--- src/rtl/router_pkg.sv ---
// router_pkg
//   Shared definitions for the router packet source and its payload buffer.
//   Holds the header field widths, the default maximum payload length, the
//   buffer geometry, the packet-source state encoding and a helper that
//   builds the header byte.
//   No ports (package).

package router_pkg;

  localparam int HDR_ADDR_W      = 2;
  localparam int HDR_LEN_W       = 6;
  localparam int DATA_W          = 8;
  localparam int MAX_LEN_DEFAULT = 63;

  // The buffer is addressed by the same 6-bit index that counts payload bytes.
  localparam int BUF_DEPTH = 64;
  localparam int BUF_AW    = 6;

  // Destination code 3 does not exist on the router.
  localparam logic [HDR_ADDR_W-1:0] DEST_INVALID = 2'd3;

  typedef enum logic [2:0] {
    IDLE,
    LOAD,
    HEADER,
    PAYLOAD,
    PARITY,
    CHECK
  } state_e;

  // Header byte as the router expects it: length in the upper six bits,
  // destination in the lower two.
  function automatic logic [DATA_W-1:0] hdr_byte(input logic [HDR_LEN_W-1:0]  len,
                                                  input logic [HDR_ADDR_W-1:0] dest);
    return {len, dest};
  endfunction

endpackage

--- src/rtl/router_pkt_buf.sv ---
// router_pkt_buf
//   64x8 payload buffer for the packet source. One synchronous write port
//   fills it while the payload is loaded; one combinational read port lets
//   the packet source fetch the next byte to put on the router bus.
//   The storage is deliberately not reset: every byte is written before it
//   is read within a packet.
//
//   Ports:
//     clock_i     rising-edge clock
//     wr_en_i     write strobe
//     wr_addr_i   write index (0..63)
//     wr_data_i   byte to store
//     rd_addr_i   read index (0..63)
//     rd_data_o   byte at rd_addr_i, combinational

module router_pkt_buf
  import router_pkg::*;
(
  input  logic              clock_i,
  input  logic              wr_en_i,
  input  logic [BUF_AW-1:0] wr_addr_i,
  input  logic [DATA_W-1:0] wr_data_i,
  input  logic [BUF_AW-1:0] rd_addr_i,
  output logic [DATA_W-1:0] rd_data_o
);

  logic [DATA_W-1:0] mem_q [BUF_DEPTH];

  // Store one payload byte per accepted source transfer.
  always_ff @(posedge clock_i) begin
    if (wr_en_i) begin
      mem_q[wr_addr_i] <= wr_data_i;
    end
  end

  // Asynchronous read so the next payload byte is ready at the consuming edge.
  assign rd_data_o = mem_q[rd_addr_i];

endmodule

--- src/rtl/router_pkt_source.sv ---
// router_pkt_source
//   Builds one router packet per command: buffers len payload bytes from a
//   valid/ready source, then sends header, payload and parity to the router
//   while honouring its busy line, and finally watches the router error
//   line for ERR_WAIT cycles before reporting completion.
//
//   Ports:
//     clock, reset           rising-edge clock, synchronous active-high reset
//     cmd_valid/dest/len     packet request (dest 0..2, len 1..MAX_LEN)
//     cmd_ready              high only while idle
//     cmd_reject             one-cycle pulse for an illegal request
//     src_valid/src_data     payload byte stream
//     src_ready              high only while loading the payload
//     pkt_valid, data_out    router packet-valid and data_in
//     busy, error            router busy and parity-error lines
//     pkt_done               one-cycle pulse when a packet completes
//     pkt_err                error result of the last packet, held until the
//                            next accepted request
//
//   All outputs come straight from registers, so busy never reaches
//   data_out or pkt_valid combinationally.

module router_pkt_source
  import router_pkg::*;
#(
  parameter int MAX_LEN  = MAX_LEN_DEFAULT,
  parameter int ERR_WAIT = 4
) (
  input  logic                  clock,
  input  logic                  reset,
  input  logic                  cmd_valid,
  input  logic [HDR_ADDR_W-1:0] cmd_dest,
  input  logic [HDR_LEN_W-1:0]  cmd_len,
  output logic                  cmd_ready,
  output logic                  cmd_reject,
  input  logic                  src_valid,
  input  logic [DATA_W-1:0]     src_data,
  output logic                  src_ready,
  output logic                  pkt_valid,
  output logic [DATA_W-1:0]     data_out,
  input  logic                  busy,
  input  logic                  error,
  output logic                  pkt_done,
  output logic                  pkt_err
);

  localparam int               CNT_W    = (ERR_WAIT > 1) ? $clog2(ERR_WAIT) : 1;
  localparam logic [CNT_W-1:0] CNT_LAST = CNT_W'(ERR_WAIT - 1);

  state_e                state_q;
  logic [HDR_ADDR_W-1:0] dest_q;
  logic [HDR_LEN_W-1:0]  len_q;
  logic [BUF_AW-1:0]     wr_idx_q;
  logic [BUF_AW-1:0]     rd_idx_q;
  logic [DATA_W-1:0]     parity_q;
  logic [DATA_W-1:0]     data_out_q;
  logic [CNT_W-1:0]      chk_cnt_q;
  logic                  err_seen_q;
  logic                  cmd_ready_q;
  logic                  cmd_reject_q;
  logic                  src_ready_q;
  logic                  pkt_valid_q;
  logic                  pkt_done_q;
  logic                  pkt_err_q;

  logic                  src_take;
  logic                  cmd_illegal;
  logic                  last_load;
  logic                  last_pay;
  logic                  err_d;
  logic [DATA_W-1:0]     parity_d;
  logic [BUF_AW-1:0]     wr_idx_d;
  logic [BUF_AW-1:0]     rd_idx_d;
  logic [DATA_W-1:0]     buf_rd_data;

  // Handshake and bookkeeping helpers shared by the state machine below.
  // src_ready is only ever high in LOAD, so src_take also implies LOAD and
  // is safe to use directly as the buffer write strobe.
  assign src_take    = src_valid & src_ready_q;
  assign cmd_illegal = (cmd_len == '0) || (cmd_dest == DEST_INVALID) ||
                       (int'(cmd_len) > MAX_LEN);
  assign last_load   = (wr_idx_q == (len_q - HDR_LEN_W'(1)));
  assign last_pay    = (rd_idx_q == len_q);
  assign err_d       = err_seen_q | error;
  assign parity_d    = parity_q ^ src_data;
  assign wr_idx_d    = wr_idx_q + BUF_AW'(1);
  assign rd_idx_d    = rd_idx_q + BUF_AW'(1);

  router_pkt_buf u_buf (
    .clock_i   (clock),
    .wr_en_i   (src_take),
    .wr_addr_i (wr_idx_q),
    .wr_data_i (src_data),
    .rd_addr_i (rd_idx_q),
    .rd_data_o (buf_rd_data)
  );

  // Packet sequencer. Every output is a register updated here, so the
  // router sees stable values for the whole cycle. rd_idx_q always points
  // at the next payload byte to fetch; when it reaches len_q the byte on
  // the bus is the last one and the next consumption sends parity instead.
  // The header is folded into parity on the same edge that stores the last
  // payload byte, so it is counted exactly once regardless of busy.
  always_ff @(posedge clock) begin
    if (reset) begin
      state_q      <= IDLE;
      dest_q       <= '0;
      len_q        <= '0;
      wr_idx_q     <= '0;
      rd_idx_q     <= '0;
      parity_q     <= '0;
      data_out_q   <= '0;
      chk_cnt_q    <= '0;
      err_seen_q   <= 1'b0;
      cmd_ready_q  <= 1'b1;
      cmd_reject_q <= 1'b0;
      src_ready_q  <= 1'b0;
      pkt_valid_q  <= 1'b0;
      pkt_done_q   <= 1'b0;
      pkt_err_q    <= 1'b0;
    end else begin
      cmd_reject_q <= 1'b0;
      pkt_done_q   <= 1'b0;

      case (state_q)
        IDLE: begin
          if (cmd_valid && cmd_ready_q) begin
            if (cmd_illegal) begin
              cmd_reject_q <= 1'b1;
            end else begin
              state_q     <= LOAD;
              dest_q      <= cmd_dest;
              len_q       <= cmd_len;
              wr_idx_q    <= '0;
              rd_idx_q    <= '0;
              parity_q    <= '0;
              pkt_err_q   <= 1'b0;
              cmd_ready_q <= 1'b0;
              src_ready_q <= 1'b1;
            end
          end
        end

        LOAD: begin
          if (src_take) begin
            if (last_load) begin
              state_q     <= HEADER;
              src_ready_q <= 1'b0;
              pkt_valid_q <= 1'b1;
              data_out_q  <= hdr_byte(len_q, dest_q);
              parity_q    <= parity_d ^ hdr_byte(len_q, dest_q);
            end else begin
              parity_q <= parity_d;
              wr_idx_q <= wr_idx_d;
            end
          end
        end

        HEADER: begin
          if (!busy) begin
            state_q    <= PAYLOAD;
            data_out_q <= buf_rd_data;
            rd_idx_q   <= rd_idx_d;
          end
        end

        PAYLOAD: begin
          if (!busy) begin
            if (last_pay) begin
              state_q     <= PARITY;
              pkt_valid_q <= 1'b0;
              data_out_q  <= parity_q;
            end else begin
              data_out_q <= buf_rd_data;
              rd_idx_q   <= rd_idx_d;
            end
          end
        end

        PARITY: begin
          if (!busy) begin
            state_q    <= CHECK;
            data_out_q <= '0;
            chk_cnt_q  <= '0;
            err_seen_q <= 1'b0;
          end
        end

        CHECK: begin
          if (chk_cnt_q == CNT_LAST) begin
            state_q     <= IDLE;
            cmd_ready_q <= 1'b1;
            pkt_done_q  <= 1'b1;
            pkt_err_q   <= err_d;
            err_seen_q  <= 1'b0;
          end else begin
            chk_cnt_q  <= chk_cnt_q + CNT_W'(1);
            err_seen_q <= err_d;
          end
        end

        default: begin
          state_q     <= IDLE;
          cmd_ready_q <= 1'b1;
          src_ready_q <= 1'b0;
          pkt_valid_q <= 1'b0;
          data_out_q  <= '0;
        end
      endcase
    end
  end

  assign cmd_ready  = cmd_ready_q;
  assign cmd_reject = cmd_reject_q;
  assign src_ready  = src_ready_q;
  assign pkt_valid  = pkt_valid_q;
  assign data_out   = data_out_q;
  assign pkt_done   = pkt_done_q;
  assign pkt_err    = pkt_err_q;

endmodule

--- config.mk ---
export PLATFORM = sky130hd
export DESIGN_NAME = router_pkt_source
export DESIGN_NICKNAME = d
export VERILOG_FILES = /design/src/rtl/router_pkg.sv /design/src/rtl/router_pkt_buf.sv /design/src/rtl/router_pkt_source.sv
export SDC_FILE = /design/constraint.sdc
export NUM_CORES = 1
export LEC_CHECK = 0
export BUFFER_PORTS_ARGS = -buffer_cell sky130_fd_sc_hd__buf_4
export CAP_MARGIN = 20
export CORE_MARGIN = 2
export CORE_UTILIZATION = 50
export DETAILED_ROUTE_END_ITERATION = 8
export PLACE_DENSITY_LB_ADDON = 0.3
export RECOVER_POWER = 50
export SLEW_MARGIN = 20
export SYNTH_ARGS = -nofsm -noshare
export SYNTH_HDL_FRONTEND = slang
export SYNTH_SLANG_ARGS = --single-unit
--- constraint.sdc ---
create_clock -name clock -period 3.05 [get_ports clock]
set_input_delay 0.305 -clock clock [delete_from_list [all_inputs] [get_ports clock]]
set_output_delay 0.305 -clock clock [all_outputs]
set_load 0.02 [all_outputs]
### Word-level counts from Yosys, hierarchy flattened

Memory sizes are Yosys's and may differ from the RTL's. A register that Yosys moved wholly into a read port is not among the register bits.
Index checks and enable logic that the tools add are counted.

* register bits after elaboration: 48
* RAM bits: 512
* input port bits: 22
* memories kept: 1

Memories
* u_buf.mem_q: words 64, width 8, rd ports 1, clocked after Yosys merged registers in 1, wr ports 1, RTL line router_pkt_buf.sv:27 `logic [DATA_W-1:0] mem_q [BUF_DEPTH];`

* add/subtract/negate cells: 4
* equality and inequality tests: 21
* multiplexer cells: 59
* bitwise gates (word level): 12
* reduce and logical (&&, ||, !) cells: 26

Operators by type and width (count)
* 8-bit two-way mux: 10
* 6-bit two-way mux: 9
* 8-bit one-hot mux with 5 select lines: 1
* 3-bit two-way mux: 9
* 2-bit != test (second input constant): 12
* 1-bit two-way mux: 18
* 3-bit one-hot mux with 6 select lines: 1
* 6-bit one-hot mux with 3 select lines: 1
* 8-bit one-hot mux with 2 select lines: 1
* 8-bit XOR: 2
* 5-bit AND reduction: 3
* 6-bit by 1-bit adder with 6-bit output (second input constant): 2
* 6-bit == test: 2
* 6-bit one-hot mux with 2 select lines: 1
* 4-bit AND reduction: 3
* 6-bit AND reduction: 2
* 4-bit OR reduction: 3
* 1-bit one-hot mux with 3 select lines: 3
* 9-bit AND reduction: 1
* 1-bit inverter: 8
* 3-bit by 2-bit == test with 1-bit output (second input constant): 2
* 3-bit == test (second input constant): 2
* 6-bit logical NOT: 1
* 3-bit AND reduction: 2
* 17 further kinds: 23

### Logic depth before layout (Yosys ltp)

Gate-level depths: netlist of run 1.

* word-level depth: 7
* depth in mapped cells: 12

### Modules after synthesis

From an unflattened synthesis of run 1, not the netlist that was laid out.

* cells, all modules: 1263
* area, all modules: 22631.7 um^2

By module, submodules not included
* router_pkt_buf: times used 1, cells each 922, area an instance 19904.1 um^2
* router_pkt_source: times used 1, cells each 341, area an instance 2727.6 um^2

### Worst setup path before layout of run 1

Ideal clock, no wire load.

* path kind: register -> register
* start point: register src_ready_q (netlist: src_ready)
* end point: memory u_buf.mem_q[32][0] (enable)
* arrival: 2246 ps
* required time: 2655 ps
* setup slack: 410 ps
* stages on the path, launching flop included: 5
* period minus slack after synthesis: 2640 ps
* path through: dfxtp_1 > nand2_1 > or4b_2 > clkbuf_1 > nor4_1

* longest elaborated chain between the ends: 3

RTL lines
* start, declared: RTL line router_pkt_source.sv:61 `logic src_ready_q;`
* start signal, assigned: RTL line router_pkt_source.sv:117 `src_ready_q <= 1'b0;`
* start signal, assigned: RTL line router_pkt_source.sv:139 `src_ready_q <= 1'b1;`
* start signal, assigned: RTL line router_pkt_source.sv:148 `src_ready_q <= 1'b0;`
* 1-bit bitwise AND: RTL line router_pkt_source.sv:79 `assign src_take = src_valid & src_ready_q;`
* 1-bit two-way mux: RTL line router_pkt_buf.sv:31 `if (wr_en_i) begin`
* 1-bit two-way mux (not written as such): RTL line router_pkt_buf.sv:32 `mem_q[wr_addr_i] <= wr_data_i;`
* end, declared: RTL line router_pkt_buf.sv:27

Every way passes these cells.

==> flow_summary_export.csv, run 1 <==
group,metric,value,unit
final_layout,diodes,0,
worst_setup_path,cp.arrival,3.42,ns
final_layout,areaGrowthSynthToFinish,14.44,%
synth,syn-cell-area,22950,um^2
grt,gr-total-overflow,0,
synth,synth_area_leaders,"edfxtp_1 67%, mux4_2 11%, dfxtp_1 4.7%",
synth,synth_edf_count,512,
route,drc,0,
floorplanning,core_area,45380,um^2
clocking,cts_resized,0,
clocking,clkLatencyLatePin,0.61,ns
timing,clock.fmax,341.8,MHz
grt,antenna_found_initial,0,
place,port_buffers,35,
timing,relSlewSlack,-1.054,
final_layout,nFillCells,3439,
route,via_count,12880,
route,drt-initial-drc-count,1810,
synth,avgSynthCellArea,17.19,um^2
grt,grt_max_degree,67,
worst_setup_path,worst_setup_path_end_kind,"flop",
clocking,h-tree-depth,2,
timing,final-setup-viol-count,0,
clocking,clockBufferDepth,3,
worst_setup_path,r2r_slack,0.12,ns
synth,synth_cells,1335,
timing,hold_violations,0,
power_and_ir_drop,ir_drop,0.4617,mV
clocking,cts_buffers,54,
clocking,cts_tree,"built",
hold_path,hold_class,"in -> reg",
worst_setup_path,crit_type,"reg -> reg",
outcome,violations,"capacitance limit, slew limit",
clocking,clkTransAtPathRegs,0.06,ns
synth,synth_largest_area_cell,"edfxtp_1",
timing,timing.final.crit_share,0.9593,
synth,synth_seq_cells,566,
timing,fin_tns_setup,0,ns
timing,rsz0062_at_grt,"no",
synth,yosysSeqAreaShare,0.7172,
synth,ys_async_sr_fraction,0,
grt,grt.total_usage,0.2376,
place,dpl.hpwl,35.71,mm
timing,maxSlewViolCount,219,
route,finalWirelength,55.79,mm
hold_path,hp-start,"error",
route,dr.pass1.iters,5,
final_layout,final_nets,1485,
worst_setup_path,ff2ff_path_depth,8,
timing,period_needed,2.926,ns
route,final_antenna_net_count,0,
clocking,cts_sinks,566,
worst_setup_path,critPathLaunchType,"flop",
floorplanning,die-height,218.2,um
timing,skew,0.01962,ns
final_layout,drive_gt1_frac,0.2292,
power_and_ir_drop,total_power,16.28,mW
floorplanning,dieArea,47620,um^2
route,via_per_inst,6.120,
worst_setup_path,r2r-end,"data_out[5]$_SDFFE_PP0P_",
grt,grt_pass1_wl,82.25,mm
synth,synth_top_area_frac,0.6700,
floorplanning,fp-row-count,78,
floorplanning,start_util,0.5056,
hold_path,hold_end,"pkt_err$_SDFFE_PP0P_",
clocking,postCtsSetupBuffers,0,
place,gp_congestion,0.8661,
power_and_ir_drop,powerDensity,619.8,nW/um^2
run,max_cap_viol_count,5,
hold_path,holdPathStages,5,
route,wl_per_cell,26.50,um
clocking,cts-root-buf,"clkbuf_16",
synth,yosys_warnings,0,
floorplanning,ioPinCount,36,
outcome,run_status,"finished, violations left",
synth,synth_cell_types,60,
worst_setup_path,critPathMaxFanout,41,
power_and_ir_drop,leakage,8.259,nW
synth,synth_fp_nets,1361,
grt,grt_pass1_vias,12640,
floorplanning,die_w,218.2,um
worst_setup_path,cp_data_required_time,3.55,ns
synth,synthFlopType,"edfxtp_1",
timing,worstMarginPinSlew,3.081,ns
## state kept, by name (all words and copies together), names as in the netlist, named ones only
signal       count
cmd_reject       1
data_out         8
wr_idx_q         6
state_q          3
rd_idx_q         6
pkt_done         1
chk_cnt_q        2
dest_q           2
src_ready        1
cmd_ready        1
parity_q         8
pkt_valid        1
err_seen_q       1
len_q            6
pkt_err          1
u_buf.mem_q    512
## report_power, final
group | internal, mW | switching [mW] | total, mW
registers | 8.48 | 0.0330 | 8.51
logic | 0.330 | 0.474 | 0.803
clock network | 4.14 | 2.82 | 6.96
total | 12.9 | 3.33 | 16.3
## critical path: stages (launching register included)
cell	delay [ns]
dfxtp_4	0.84
buf_4	0.39
mux4_2	0.33
mux2_2	0.27
nand2_1	0.07
o21ai_0	0.19
o211ai_1	0.33
a21oi_1	0.08
a211o_1	0.26
## layer usage
layer	share of wire	wire [um]	global-route usage	up-vias
li1	-	-	-	5522
met3	0.086	4818	0.04008	89
met5	0	0	0	-
met1	0.42	23610	0.3476	6664
met2	0.47	26040	0.3706	607
met4	0.024	1317	0.06848	0
## how the worst max path moves through the flow
| stage | start | end | slack (ns) | depth (start not counted) |
|---|---|---|---|---|
| 3_3_place_gp | flop | data_out[1]$_SDFFE_PP0P_ | 0.18 | 8 |
| 3_5_place_dp | flop | data_out[1]$_SDFFE_PP0P_ | 0.15 | 8 |
| 6_report | flop | data_out[5]$_SDFFE_PP0P_ | 0.12 | 8 |
| 2_1_floorplan | src_ready$_SDFFE_PP0P_ | u_buf.mem_q[32][0]$_DFFE_PP_ | 0.41 | 4 |
| 5_1_grt | flop | data_out[5]$_SDFFE_PP0P_ | 0.007 | 8 |
| 4_1_cts | flop | data_out[5]$_SDFFE_PP0P_ | 0.13 | 8 |
## placed cells by master, fill, tap and decap left out, drive strengths merged, types with 3 or more instances in the layout
master,count
nor4,3
mux2i,66
xnor2,17
a211oi,3
dfxtp,54
a32o,3
and2,5
a31oi,15
nand2,90
a21o,8
o22ai,4
mux4,110
clkbuf,111
nand3b,7
nor2,119
or3,5
dlygate4sd3,8
buf,110
or2,9
a22oi,26
nand2b,7
o21ai,20
bufinv,7
a2111oi,6
a211o,8
nor3,12
nand3,19
edfxtp,512
a221oi,9
xor2,6
nand4,6
clkinv,14
o211ai,8
and3,5
inv,11
nor2b,11
ha,4
a21oi,38
mux2,10
## metrics by stage
step	hold WS (ns)	setup WS (ns)	cell area, um^2	std cells	util
floorplan	0.4039	0.4098	22950	1335	-
global placement	0.4585	0.1804	24430	1995	0.5384
CTS	0.05433	0.1278	26370	2105	0.5811
detailed placement	0.4616	0.1450	24430	1995	0.5384
finish	0.07513	0.1242	26260	2105	0.5787
global route	0.1099	0.007147	26260	2105	0.5787
## cell usage after synthesis (15+ instances only)
| cell type | number |
|---|---|
| a21oi_1 | 37 |
| a22oi_1 | 26 |
| a31oi_1 | 15 |
| buf_2 | 27 |
| clkbuf_1 | 32 |
| dfxtp_1 | 54 |
| edfxtp_1 | 512 |
| mux2i_1 | 66 |
| mux4_2 | 110 |
| nand2_1 | 90 |
| nand3_1 | 19 |
| nor2_1 | 119 |
| o21ai_0 | 20 |
| xnor2_1 | 17 |
## kinds of logic (layout without fill, tap and decap cells)
kind of cell / Yosys count / count (layout) / synth area share
compound gates: 156 / 156 / 0.04706
xor+xnor: 23 / 23 / 0.008779
simple gates: 308 / 308 / 0.06353
fa+ha+maj: 4 / 4 / 0.002181
mux: 186 / 186 / 0.1417
buf+inv: 92 / 262 / 0.01963
flops: 566 / 566 / 0.7172
## timing repair
item                       in CTS  in global routing
hold buffers                    8                  0
hold endpoints to repair        8                  0
setup endpoints to repair       0                  0
## final cells by class
class | count | area, um^2 | area share
clock buffer | 80 | 1563 | 0.05951
clock inverter | 22 | 294.0 | 0.01120
inverter | 11 | 41.29 | 0.001572
multi-input combinational | 677 | 6040 | 0.2300
sequential | 566 | 16470 | 0.6271
tap | 600 | 750.7 | 0.02859
timing repair buffer | 149 | 1104 | 0.04202
No activity file was read; power rests on OpenSTA's default activity.
==> inputs of run 2 (changes only) <==
- CORE_MARGIN: 2 -> not set
- PLACE_DENSITY: not set -> 0.77
- PLACE_DENSITY_LB_ADDON: 0.3 -> not set
==> flow_summary_export.csv, run 2 (synthesis gave the netlist of run 1 again) <==
group,metric,value,unit
worst_setup_path,worst_setup_path_end_kind,"flop",
timing,worstMarginPinSlew,2.870,ns
final_layout,areaGrowthSynthToFinish,13.88,%
final_layout,nFillCells,3322,
power_and_ir_drop,seqPwrFrac,0.542,
power_and_ir_drop,switchingPower,3.333,mW
grt,grt_max_degree,67,
worst_setup_path,cp_data_required_time,3.59,ns
floorplanning,dieArea,46750,um^2
clocking,cts-root-buf,"clkbuf_16",
route,finalWirelength,53.94,mm
route,dr.pass1.iters,8,
outcome,violations,"capacitance limit, slew limit",
final_layout,drive_gt1_frac,0.2256,
worst_setup_path,crit_chain,"nand3b_1, or3_1, or2_0, nand2_1, nor2_1, a31oi_1, mux2i_1",
final_layout,diodes,0,
final_layout,largest_register_ffs,512,
floorplanning,die-height,216.2,um
timing,timing.hold.ws,0.06081,ns
route,drc,0,
worst_setup_path,slowest_stage,"dfxtp_1",
clocking,cts_resized,0,
timing,period_needed,2.750,ns
floorplanning,fp-row-count,78,
route,via_count,12990,
run,max_cap_viol_count,6,
grt,gr-total-overflow,0,
hold_path,hold_class,"in -> reg",
timing,final-setup-viol-count,0,
power_and_ir_drop,powerDensity,602.1,nW/um^2
route,wl_per_cell,25.60,um
clocking,cts_sinks,566,
grt,grt_pass1_wl,80.39,mm
worst_setup_path,ff2ff_path_depth,7,
place,gp_congestion,0.8541,
clocking,cts_buffers,55,
worst_setup_path,cp.arrival,3.29,ns
floorplanning,die_w,216.2,um
final_layout,final_nets,1490,
route,drt-initial-drc-count,1988,
timing,skew,0.02091,ns
clocking,clockBufferDepth,3,
timing,fin_tns_setup,0,ns
clocking,clkTransAtPathRegs,0.06,ns
final_layout,multi_input_area,6041,um^2
place,port_buffers,35,
worst_setup_path,critPathLaunchType,"flop",
timing,rsz0062_at_grt,"no",
final_layout,final_common_cell,"edfxtp_1",
worst_setup_path,r2r_slack,0.30,ns
route,via_per_inst,6.165,
power_and_ir_drop,intPower,12.40,mW
final_layout,fin_util,0.5770,
worst_setup_path,crit_type,"reg -> reg",
worst_setup_path,slowest_delay,0.56,ns
clocking,h-tree-depth,2,
grt,antenna_found_initial,0,
timing,timing.final.crit_share,0.9017,
grt,grt_pass1_vias,12590,
timing,clock.fmax,363.6,MHz
clocking,cts_tree,"built",
place,dpl.hpwl,34.27,mm
power_and_ir_drop,switching_share,0.2118,
clocking,postCtsSetupBuffers,0,
worst_setup_path,critPathMaxFanout,12,
power_and_ir_drop,leakage,8.187,nW
power_and_ir_drop,ir_drop,0.3923,mV
floorplanning,ioPinCount,36,
final_layout,largest-register,"u_buf.mem_q",
final_layout,mostFrequentLayoutCells,"512 x edfxtp_1, 119 x nor2_1, 110 x mux4_2",
power_and_ir_drop,pwr-share-comb,0.049,
timing,hold_violations,0,
timing,maxSlewViolCount,306,
grt,grt.total_usage,0.2343,
route,final_antenna_net_count,0,
clocking,clkLatencyLatePin,0.62,ns
power_and_ir_drop,power_frac_clock,0.409,
final_layout,ff_latch_area,16470,um^2
hold_path,holdPathStages,5,
outcome,run_status,"finished, violations left",
floorplanning,start_util,0.5067,
timing,relSlewSlack,-0.9136,
floorplanning,core_area,45280,um^2
-- run 2: path summary, 6_finish.rpt --
path                       startpoint                        to
max           state_q[0]$_SDFFE_PP0P_  parity_q[4]$_SDFFE_PP0P_
min                             error      pkt_err$_SDFFE_PP0P_
max reg2reg   state_q[0]$_SDFFE_PP0P_  parity_q[4]$_SDFFE_PP0P_
min reg2reg  parity_q[6]$_SDFFE_PP0P_  parity_q[6]$_SDFFE_PP0P_
-- run 2: repair_timing --
action	in CTS	in global routing
hold endpoints to repair	8	0
hold buffers	8	0
endpoints found under the setup margin	0	0
-- run 2: stage by stage --
step	worst slack (ns)	total power, mW	cell area (um^2)	cells
finish	0.2997	15.73	26130	2107
global route	0.09547	16.16	26130	2107
CTS	0.3038	15.82	26250	2107
detailed placement	0.3219	9.454	24480	1999
global placement	0.3388	9.430	24480	1999
floorplan	0.4098	9.150	22950	1335
-- run 2: per-layer routing --
metal	wire length, um	part of all wire	track usage	up-vias
li1	-	-	-	5540
met1	21200	0.39	0.3310	6593
met2	25320	0.47	0.3589	742
met3	5528	0.10	0.04912	114
met4	1893	0.035	0.09272	0
met5	0	0	0	-
-- run 2: area by class of cell --
class / count / area share
Clock buffer: 66 / 0.05464
Clock inverter: 34 / 0.009960
Inverter: 11 / 0.001580
Multi-Input combinational cell: 677 / 0.2312
Sequential cell: 566 / 0.6302
Tap cell: 600 / 0.02873
Timing Repair Buffer: 153 / 0.04367
-- run 2: power groups by stage --
stage | Combinational, mW | Clock (mW) | Sequential [mW]
finish | 0.776 | 6.44 | 8.52
global route | 0.831 | 6.81 | 8.52
CTS | 0.788 | 6.52 | 8.51
detailed placement | 0.777 | 0 | 8.68
global placement | 0.755 | 0 | 8.68
floorplan | 0.500 | 0 | 8.65
-- run 2: worst max-delay path, delay by kind of cell, from the launching register on --
family	cells	cell delay, ns
and+or+nand+nor	5	1.84
AOI/OAI and AO/OA	1	0.10
DFF	1	0.56
muxes	1	0.18
